`config.mk`:
```
export PLATFORM = sky130hd
export DESIGN_NAME = rf_write_port_arbiter
export DESIGN_NICKNAME = d
export VERILOG_FILES = /design/src/rtl/rf_write_port_arbiter.sv
export SDC_FILE = /design/constraint.sdc
export NUM_CORES = 1
export LEC_CHECK = 0
export CELL_PAD_IN_SITES_DETAIL_PLACEMENT = 2
export CELL_PAD_IN_SITES_GLOBAL_PLACEMENT = 2
export CORE_MARGIN = 10
export CORE_UTILIZATION = 41
export DETAILED_ROUTE_END_ITERATION = 8
export PLACE_DENSITY_LB_ADDON = 0.3
export SLEW_MARGIN = 20
export SYNTH_ARGS = -nofsm -noshare
export SYNTH_HDL_FRONTEND = slang
export SYNTH_SLANG_ARGS = --single-unit
export TNS_END_PERCENT = 50
```
`constraint.sdc`:
```
create_clock -name clk -period 4.7 [get_ports clk]
set_input_delay 0.705 -clock clk [delete_from_list [all_inputs] [get_ports clk]]
set_output_delay 0.705 -clock clk [all_outputs]
set_load 0.005 [all_outputs]
```
`src/rtl/rf_write_port_arbiter.sv`:
```
// Register-file write-port arbiter: writeback has priority over buffered MDU results.
// MDU results go through a FIFO and drain on cycles without a writeback request.
// Optional starvation guard enabled by defining STARVE_GUARD_EN.
module rf_write_port_arbiter #(
    parameter int FIFO_DEPTH   = 4,
    parameter int STARVE_LIMIT = 8,
    parameter int ADDR_W       = 5,
    parameter int DATA_W       = 32
) (
    input  logic                              clk,
    input  logic                              rst,
    input  logic [ADDR_W-1:0]                 wb_rd_addr,
    input  logic                              wb_rd_we,
    input  logic [DATA_W-1:0]                 wb_rd_data,
    input  logic                              mdu_valid,
    output logic                              mdu_ready,
    input  logic [ADDR_W-1:0]                 mdu_rd_addr,
    input  logic [DATA_W-1:0]                 mdu_rd_data,
    output logic [ADDR_W-1:0]                 rf_waddr,
    output logic                              rf_we,
    output logic [DATA_W-1:0]                 rf_wdata,
    output logic                              pipe_stall,
    output logic [$clog2(FIFO_DEPTH+1)-1:0]   fifo_count
);

    localparam int PTR_W = (FIFO_DEPTH > 1) ? $clog2(FIFO_DEPTH) : 1;
    localparam int CNT_W = $clog2(FIFO_DEPTH + 1);

    logic [ADDR_W-1:0] addr_mem_q [FIFO_DEPTH];
    logic [DATA_W-1:0] data_mem_q [FIFO_DEPTH];
    logic [PTR_W-1:0]  rd_ptr_q, rd_ptr_d;
    logic [PTR_W-1:0]  wr_ptr_q, wr_ptr_d;
    logic [CNT_W-1:0]  count_q, count_d;

    logic              rf_we_q, rf_we_d;
    logic [ADDR_W-1:0] rf_waddr_q, rf_waddr_d;
    logic [DATA_W-1:0] rf_wdata_q, rf_wdata_d;

    logic fifo_empty, fifo_full;
    logic push, store, pop, wb_req;
    logic stall_active;

    assign fifo_empty = (count_q == '0);
    assign fifo_full  = (count_q == CNT_W'(FIFO_DEPTH));
    assign mdu_ready  = !rst && !fifo_full;
    assign push       = mdu_valid && mdu_ready;
    // Results for x0 complete the handshake but are never written
    assign store      = push && (mdu_rd_addr != '0);
    assign wb_req     = wb_rd_we && (wb_rd_addr != '0);

    // Grant selection: forced drain, then writeback, then FIFO drain
    always_comb begin
        pop        = 1'b0;
        rf_we_d    = 1'b0;
        rf_waddr_d = rf_waddr_q;
        rf_wdata_d = rf_wdata_q;
        if (stall_active && !fifo_empty) begin
            pop = 1'b1;
        end else if (wb_req) begin
            rf_we_d    = 1'b1;
            rf_waddr_d = wb_rd_addr;
            rf_wdata_d = wb_rd_data;
        end else if (!fifo_empty) begin
            pop = 1'b1;
        end
        if (pop) begin
            rf_we_d    = 1'b1;
            rf_waddr_d = addr_mem_q[rd_ptr_q];
            rf_wdata_d = data_mem_q[rd_ptr_q];
        end
    end

    // FIFO pointer and occupancy next state
    always_comb begin
        rd_ptr_d = rd_ptr_q;
        wr_ptr_d = wr_ptr_q;
        count_d  = count_q;
        if (pop) begin
            rd_ptr_d = rd_ptr_q + PTR_W'(1);
        end
        if (store) begin
            wr_ptr_d = wr_ptr_q + PTR_W'(1);
        end
        if (store && !pop) begin
            count_d = count_q + CNT_W'(1);
        end else if (!store && pop) begin
            count_d = count_q - CNT_W'(1);
        end
    end

    // FIFO storage; no reset needed since occupancy gates every read
    always_ff @(posedge clk) begin
        if (store) begin
            addr_mem_q[wr_ptr_q] <= mdu_rd_addr;
            data_mem_q[wr_ptr_q] <= mdu_rd_data;
        end
    end

    // Pointer, count and registered write-port state
    always_ff @(posedge clk) begin
        if (rst) begin
            rd_ptr_q   <= '0;
            wr_ptr_q   <= '0;
            count_q    <= '0;
            rf_we_q    <= 1'b0;
            rf_waddr_q <= '0;
            rf_wdata_q <= '0;
        end else begin
            rd_ptr_q   <= rd_ptr_d;
            wr_ptr_q   <= wr_ptr_d;
            count_q    <= count_d;
            rf_we_q    <= rf_we_d;
            rf_waddr_q <= rf_waddr_d;
            rf_wdata_q <= rf_wdata_d;
        end
    end

`ifdef STARVE_GUARD_EN
    localparam int SW = (STARVE_LIMIT > 1) ? $clog2(STARVE_LIMIT + 1) : 1;

    logic [SW-1:0] starve_q, starve_d;
    logic          stall_q, stall_d;

    // Count cycles with a waiting, unserved entry; a full count forces one stall cycle
    always_comb begin
        starve_d = '0;
        stall_d  = 1'b0;
        if (!pop && !fifo_empty) begin
            if (starve_q == SW'(STARVE_LIMIT - 1)) begin
                stall_d = 1'b1;
            end else begin
                starve_d = starve_q + SW'(1);
            end
        end
    end

    // Starve counter and stall register
    always_ff @(posedge clk) begin
        if (rst) begin
            starve_q <= '0;
            stall_q  <= 1'b0;
        end else begin
            starve_q <= starve_d;
            stall_q  <= stall_d;
        end
    end

    assign stall_active = stall_q;
`else
    assign stall_active = 1'b0;
`endif

    assign rf_we      = rf_we_q;
    assign rf_waddr   = rf_waddr_q;
    assign rf_wdata   = rf_wdata_q;
    assign pipe_stall = stall_active;
    assign fifo_count = count_q;

endmodule

```
* Word-level counts from Yosys, hierarchy flattened *
Memories as Yosys holds them, arrays and structs flattened. A register that Yosys moved wholly into a read port is not among the register bits.
Index checks and enable logic that the tools add are counted.

word-level totals
  register bits = 45
  memory bits (writable) = 148
  input port bits = 78
  output and inout port bits = 43
  memories kept = 2

operators by class
  $add $sub $neg = 4
  eq/ne operators = 1
  multiplexer cells = 16
  reductions and logical operators = 15

memory list
  memory      words  bits a word  read ports  clocked after Yosys merged registers in  wr ports  RTL line  source
  data_mem_q  4      32           1           1                                        1         30        logic [DATA_W-1:0] data_mem_q [FIFO_DEPTH];
  addr_mem_q  4      5            1           1                                        1         29        logic [ADDR_W-1:0] addr_mem_q [FIFO_DEPTH];

operator list
  operator                                                            count
  32-bit 2-to-1 mux                                                   2
  5-bit 2-to-1 mux                                                    2
  5-bit nonzero test                                                  2
  2-bit 2-to-1 mux                                                    4
  1-bit logical AND                                                   6
  1-bit 2-to-1 mux                                                    6
  3-bit 2-to-1 mux                                                    2
  2-bit by 1-bit adder with 2-bit output, second input constant       2
  1-bit zero test                                                     4
  2-bit nonzero test                                                  2
  3-bit by 1-bit adder with 3-bit output, second input constant       1
  3-bit equality test, second input constant                          1
  3-bit zero test                                                     1
  3-bit by 1-bit subtractor with 3-bit output, second input constant  1

* Logic depth before layout (Yosys ltp) *
  depth in word-level cells = 9
  gate-level depth with buffers = 10
  gate-level depth less buffers = 9

* Worst setup path after synthesis *
Ideal clock, no wire load.

  path kind = input -> register
  start point = in wb_rd_addr[1]
  end point = reg count_q[2] (netlist: fifo_count[2])
  data arrival time = 2.608 ns
  data required time = 4.629 ns
  path slack = 2.021 ns
  stages = 10
  buffers on the path = 1
  path through = or4_1 o21ai_1 buf_2 nand2_1 ha_1 inv_1 fa_1 xor2_1 or3_1 a21oi_1

between the ends
  longest elaborated chain between the ends = 6
  elaborated cells between the ends (all ways) = 8
  those cells by class = mux: 2; reduce/logical: 6

ends and longest elaborated chain
  element                                                        RTL line  source
  start: declaration                                             12        input logic [ADDR_W-1:0] wb_rd_addr,
  5-bit nonzero test (*)                                         49        assign wb_req = wb_rd_we && (wb_rd_addr != '0);
  1-bit logical AND (*)                                          49
  1-bit 2-to-1 mux (*)                                           59        end else if (wb_req) begin
  1-bit zero test                                                84        if (store && !pop) begin
  1-bit logical AND                                              84
  3-bit 2-to-1 mux / 2-bit nonzero test (equally long branches)  -
  end signal: assignment                                         111       count_q <= count_d;
  end: declaration                                               33        logic [CNT_W-1:0] count_q, count_d;

Every way passes the cells marked *; elsewhere a longest branch is shown, timed or not.
A chain may end at the register's enable or synchronous reset.

* Worst setup path after layout *
  start point = in mdu_rd_addr[3]
  end point = reg count_q[2] (netlist: fifo_count[2])

between the ends
  longest elaborated chain between the ends = 5
  elaborated cells between the ends (all ways) = 7
  those cells by class = mux: 1; reduce/logical: 6

ends and longest elaborated chain
  element                              RTL line  source
  start: declaration                   17        input logic [ADDR_W-1:0] mdu_rd_addr,
  5-bit nonzero test (*)               48        assign store = push && (mdu_rd_addr != '0);
  1-bit logical AND (*)                48
  via store                            40        logic push, store, pop, wb_req;
  1-bit zero test                      86        end else if (!store && pop) begin
  1-bit logical AND                    86
  2-bit nonzero test (no source line)  -

Mark *: on every way through the listed nets, which the timed path passes. The rest lies on a longest branch.

==> run_results.csv <==
group,metric,value,unit
outcome,outcome,"finished clean",
timing,tns,0,ns
placed_design,dp_hpwl,14110,µm
global_routing,antenna_found_initial,1,
worst_setup_path,ff2ff_path_depth,9,
logic_synthesis,syn_avg_cell_area,16.22,µm²
logic_synthesis,synthesis.nets,541,
timing,min_period_over_period,0.7804,
route,drcViolationCount,0,
finish,area_growth_syn_to_layout,26.38,%
clocking,insertion_delay,0.44,ns
logic_synthesis,synthAdderAreaFrac,0.01114,
placed_design,port-buffer-count,119,
timing,setup_viol,0,
clocking,clock_path_buffers,2,
floorplanning,initial_core_util,0.4140,
logic_synthesis,yosys_warnings,0,
clocking,cts_tree,"done",
logic_synthesis,synthSimpleGateAreaFrac,0.05233,
pwr,peakVddDrop,0.2902,mV
floorplanning,coreArea,0.01790,mm²
finish,final_common_cell,"edfxtp_1",
global_routing,grt_busiest_layer,"met2",
worst_setup_path,end_kind,"register",
clocking,clkTransAtPathRegs,0.07,ns
timing,fin_skew,0.01044,ns
global_routing,grt_overflow,0,
clocking,postCtsSetupBuffers,0,
logic_synthesis,synth_top_area_share,0.5996,
logic_synthesis,synthMuxAreaShare,0.1153,
logic_synthesis,synth_compound_area_frac,0.07191,
route,vias,4478,
worst_setup_path,crit_fanout,7,
worst_hold_path,hp-start,"rd_ptr_q[1]",
clocking,cts_inserted_buffers,17,
logic_synthesis,ys_seq_area_frac,0.7265,
logic_synthesis,postSynthCellCount,457,
worst_setup_path,cp.arrival,4.03,ns
floorplanning,io_pins,121,
timing,fmax,0.2726,GHz
worst_setup_path,timing.rr.start,"fifo_count[0]",
clocking,ctsHtreeMaxLevel,4,
route,wirelength,22360,µm
global_routing,grt_first_pass_wirelength,34160,µm
worst_setup_path,crit_type,"in -> reg",
pwr,p_per_area,494.1,mW/mm²
logic_synthesis,netlist_area,0.007412,mm²
finish,fillers,1620,
worst_setup_path,reg2reg_slack,1.45,ns
pwr,power_leakage,3.060,nW
worst_hold_path,min_path_cells,2,
global_routing,grt_pass1_vias,5202,
timing,slew_viol_final,0,
logic_synthesis,synth_seq_cells,195,
logic_synthesis,synth_xor_area_frac,0.002363,
route,ant_nets,0,
pwr,p_total,4.628,mW
timing,hold_viol,0,
route,drt-pass1-iter-count,4,
clocking,clkSinkCount,195,
global_routing,grtUsageMet3,0.04493,
job,cap_violations,0,
route,dr.first_iter.drc_count,240,
worst_setup_path,worst_ep_required_time,5.06,ns
floorplanning,die_height,154.5,µm
timing,postLayoutSetupSlackWorst,1.032,ns
clocking,ctsResizeCount,0,
logic_synthesis,yosysUniqueCellTypes,32,
timing,tightest_slew,1.070,ns
placed_design,gp_congestion,0.7181,
floorplanning,die_area,0.02386,mm²
route,via_per_inst,5.528,
route,wire_per_inst,27.60,µm
finish,layout.nets,652,
global_routing,globalRouteMet2Util,0.3272,
worst_setup_path,timing.rr.end,"fifo_count[2]",
logic_synthesis,yosys.area.top_type,"edfxtp_1",
finish,layout-drive-gt1-share,0.1429,
clocking,postCtsHoldBufs,0,
timing,period_minus_slack,3.668,ns
floorplanning,rows,49,
clocking,clockRootBuffer,"clkbuf_16",
global_routing,globalRouteTotalUtil,0.1893,
placed_design,post-place-ws,0.8276,ns
logic_synthesis,synth_top_family_by_area,"multiplexers",
logic_synthesis,synth.area.top_cells,"edfxtp_1 60%, dfxtp_1 13%, mux4_2 11%",
global_routing,grt_max_degree,48,
finish,final_cell_mix,"148 x edfxtp_1, 118 x clkdlybuf4s50_1, 45 x dfxtp_1, 41 x a21oi_1, 40 x nor2_1",
worst_hold_path,hold_class,"reg -> reg",
timing,relSlewSlack,0.2866,
worst_setup_path,cp-start-kind,"input pin",
global_routing,use_met1,0.2245,
floorplanning,dieWidth,154.5,µm
finish,diodes,0,
timing,rsz0062_at_grt,"false",
==> worst max path at each step <==
stage | startpoint | end | slack (ns) | cells past startpoint
after CTS | mdu_rd_addr[3] | fifo_count[2] | 1.08 | 10
after global routing | mdu_rd_addr[0] | fifo_count[2] | 0.90 | 10
after floorplan | wb_rd_addr[1] | fifo_count[2] | 2.02 | 10
after global placement | mdu_rd_addr[2] | fifo_count[2] | 1.34 | 10
final | mdu_rd_addr[3] | fifo_count[2] | 1.03 | 10
after detailed placement | mdu_rd_addr[2] | fifo_count[2] | 0.83 | 10
==> logic make-up after synthesis <==
family / count (synthesis)
other cells: 1
buf+inv: 35
simple gates: 93
flops: 195
xor+xnor: 2
fa+ha+maj: 6
mux: 39
compound gates: 86
==> metal layers <==
metal  wire [µm]  share of wire
met1        9164           0.41
met2       11750           0.53
met3        1045          0.047
met4         385          0.017
met5          13        0.00058
==> final cells by class <==
class	count	area (µm²)	area share
Clock buffer	17	425.4	0.04541
Clock inverter	15	131.4	0.01402
Inverter	5	18.77	0.002003
Multi-Input combinational cell	227	1907	0.2036
Sequential cell	195	5390	0.5754
Tap cell	229	286.5	0.03059
Timing Repair Buffer	122	1209	0.1290
==> critical path: stages <==
cell	delay (ns)
clkdlybuf4s50_1	0.59
nor4_1	0.15
a211oi_1	0.79
and2_1	0.32
ha_1	0.26
inv_1	0.11
fa_1	0.42
xor2_1	0.19
or3_1	0.34
a21oi_1	0.15
==> state kept, by name, summed over array words and instances, names as in the netlist, named ones only <==
register    flops
rf_waddr        5
rf_wdata       32
rd_ptr_q        2
fifo_count      3
wr_ptr_q        2
addr_mem_q     20
rf_we           1
data_mem_q    128
==> cell usage after synthesis (all sizes together) <==
| master | n |
|---|---|
| edfxtp | 148 |
| dfxtp | 47 |
| a21oi | 41 |
| nor2 | 40 |
| a211oi | 37 |
| mux4 | 37 |
| nand2 | 37 |
| clkbuf | 18 |
| buf | 12 |
| ha | 5 |
| inv | 5 |
| and3 | 4 |
| o21ai | 4 |
| nand3 | 3 |
| o31ai | 2 |
| or3 | 2 |
| or4 | 2 |
| xor2 | 2 |
| a22oi | 1 |
| and2 | 1 |
| conb | 1 |
| fa | 1 |
| mux2 | 1 |
| mux2i | 1 |
| nand2b | 1 |
| nor3 | 1 |
| nor3b | 1 |
| nor4 | 1 |
| o21a | 1 |
==> per-stage QoR <==
step                hold slack, ns    util  std cells  instance area [µm²]
global placement            0.4510  0.4920        778                 8807
global route                0.5541  0.5233        810                 9368
detailed placement          0.5165  0.4920        778                 8807
CTS                         0.5098  0.5231        810                 9364
floorplan                   0.4529       -        457                 7412
finish                      0.5088  0.5233        810                 9368
==> report_power, final <==
group          internal, mW  total [mW]  leakage, nW  switching [mW]
clock                 0.733        1.40        0.264           0.663
sequential             2.03        2.21         1.73           0.182
combinational         0.505        1.02         1.06           0.513
Power figures use the tool's default switching activity.
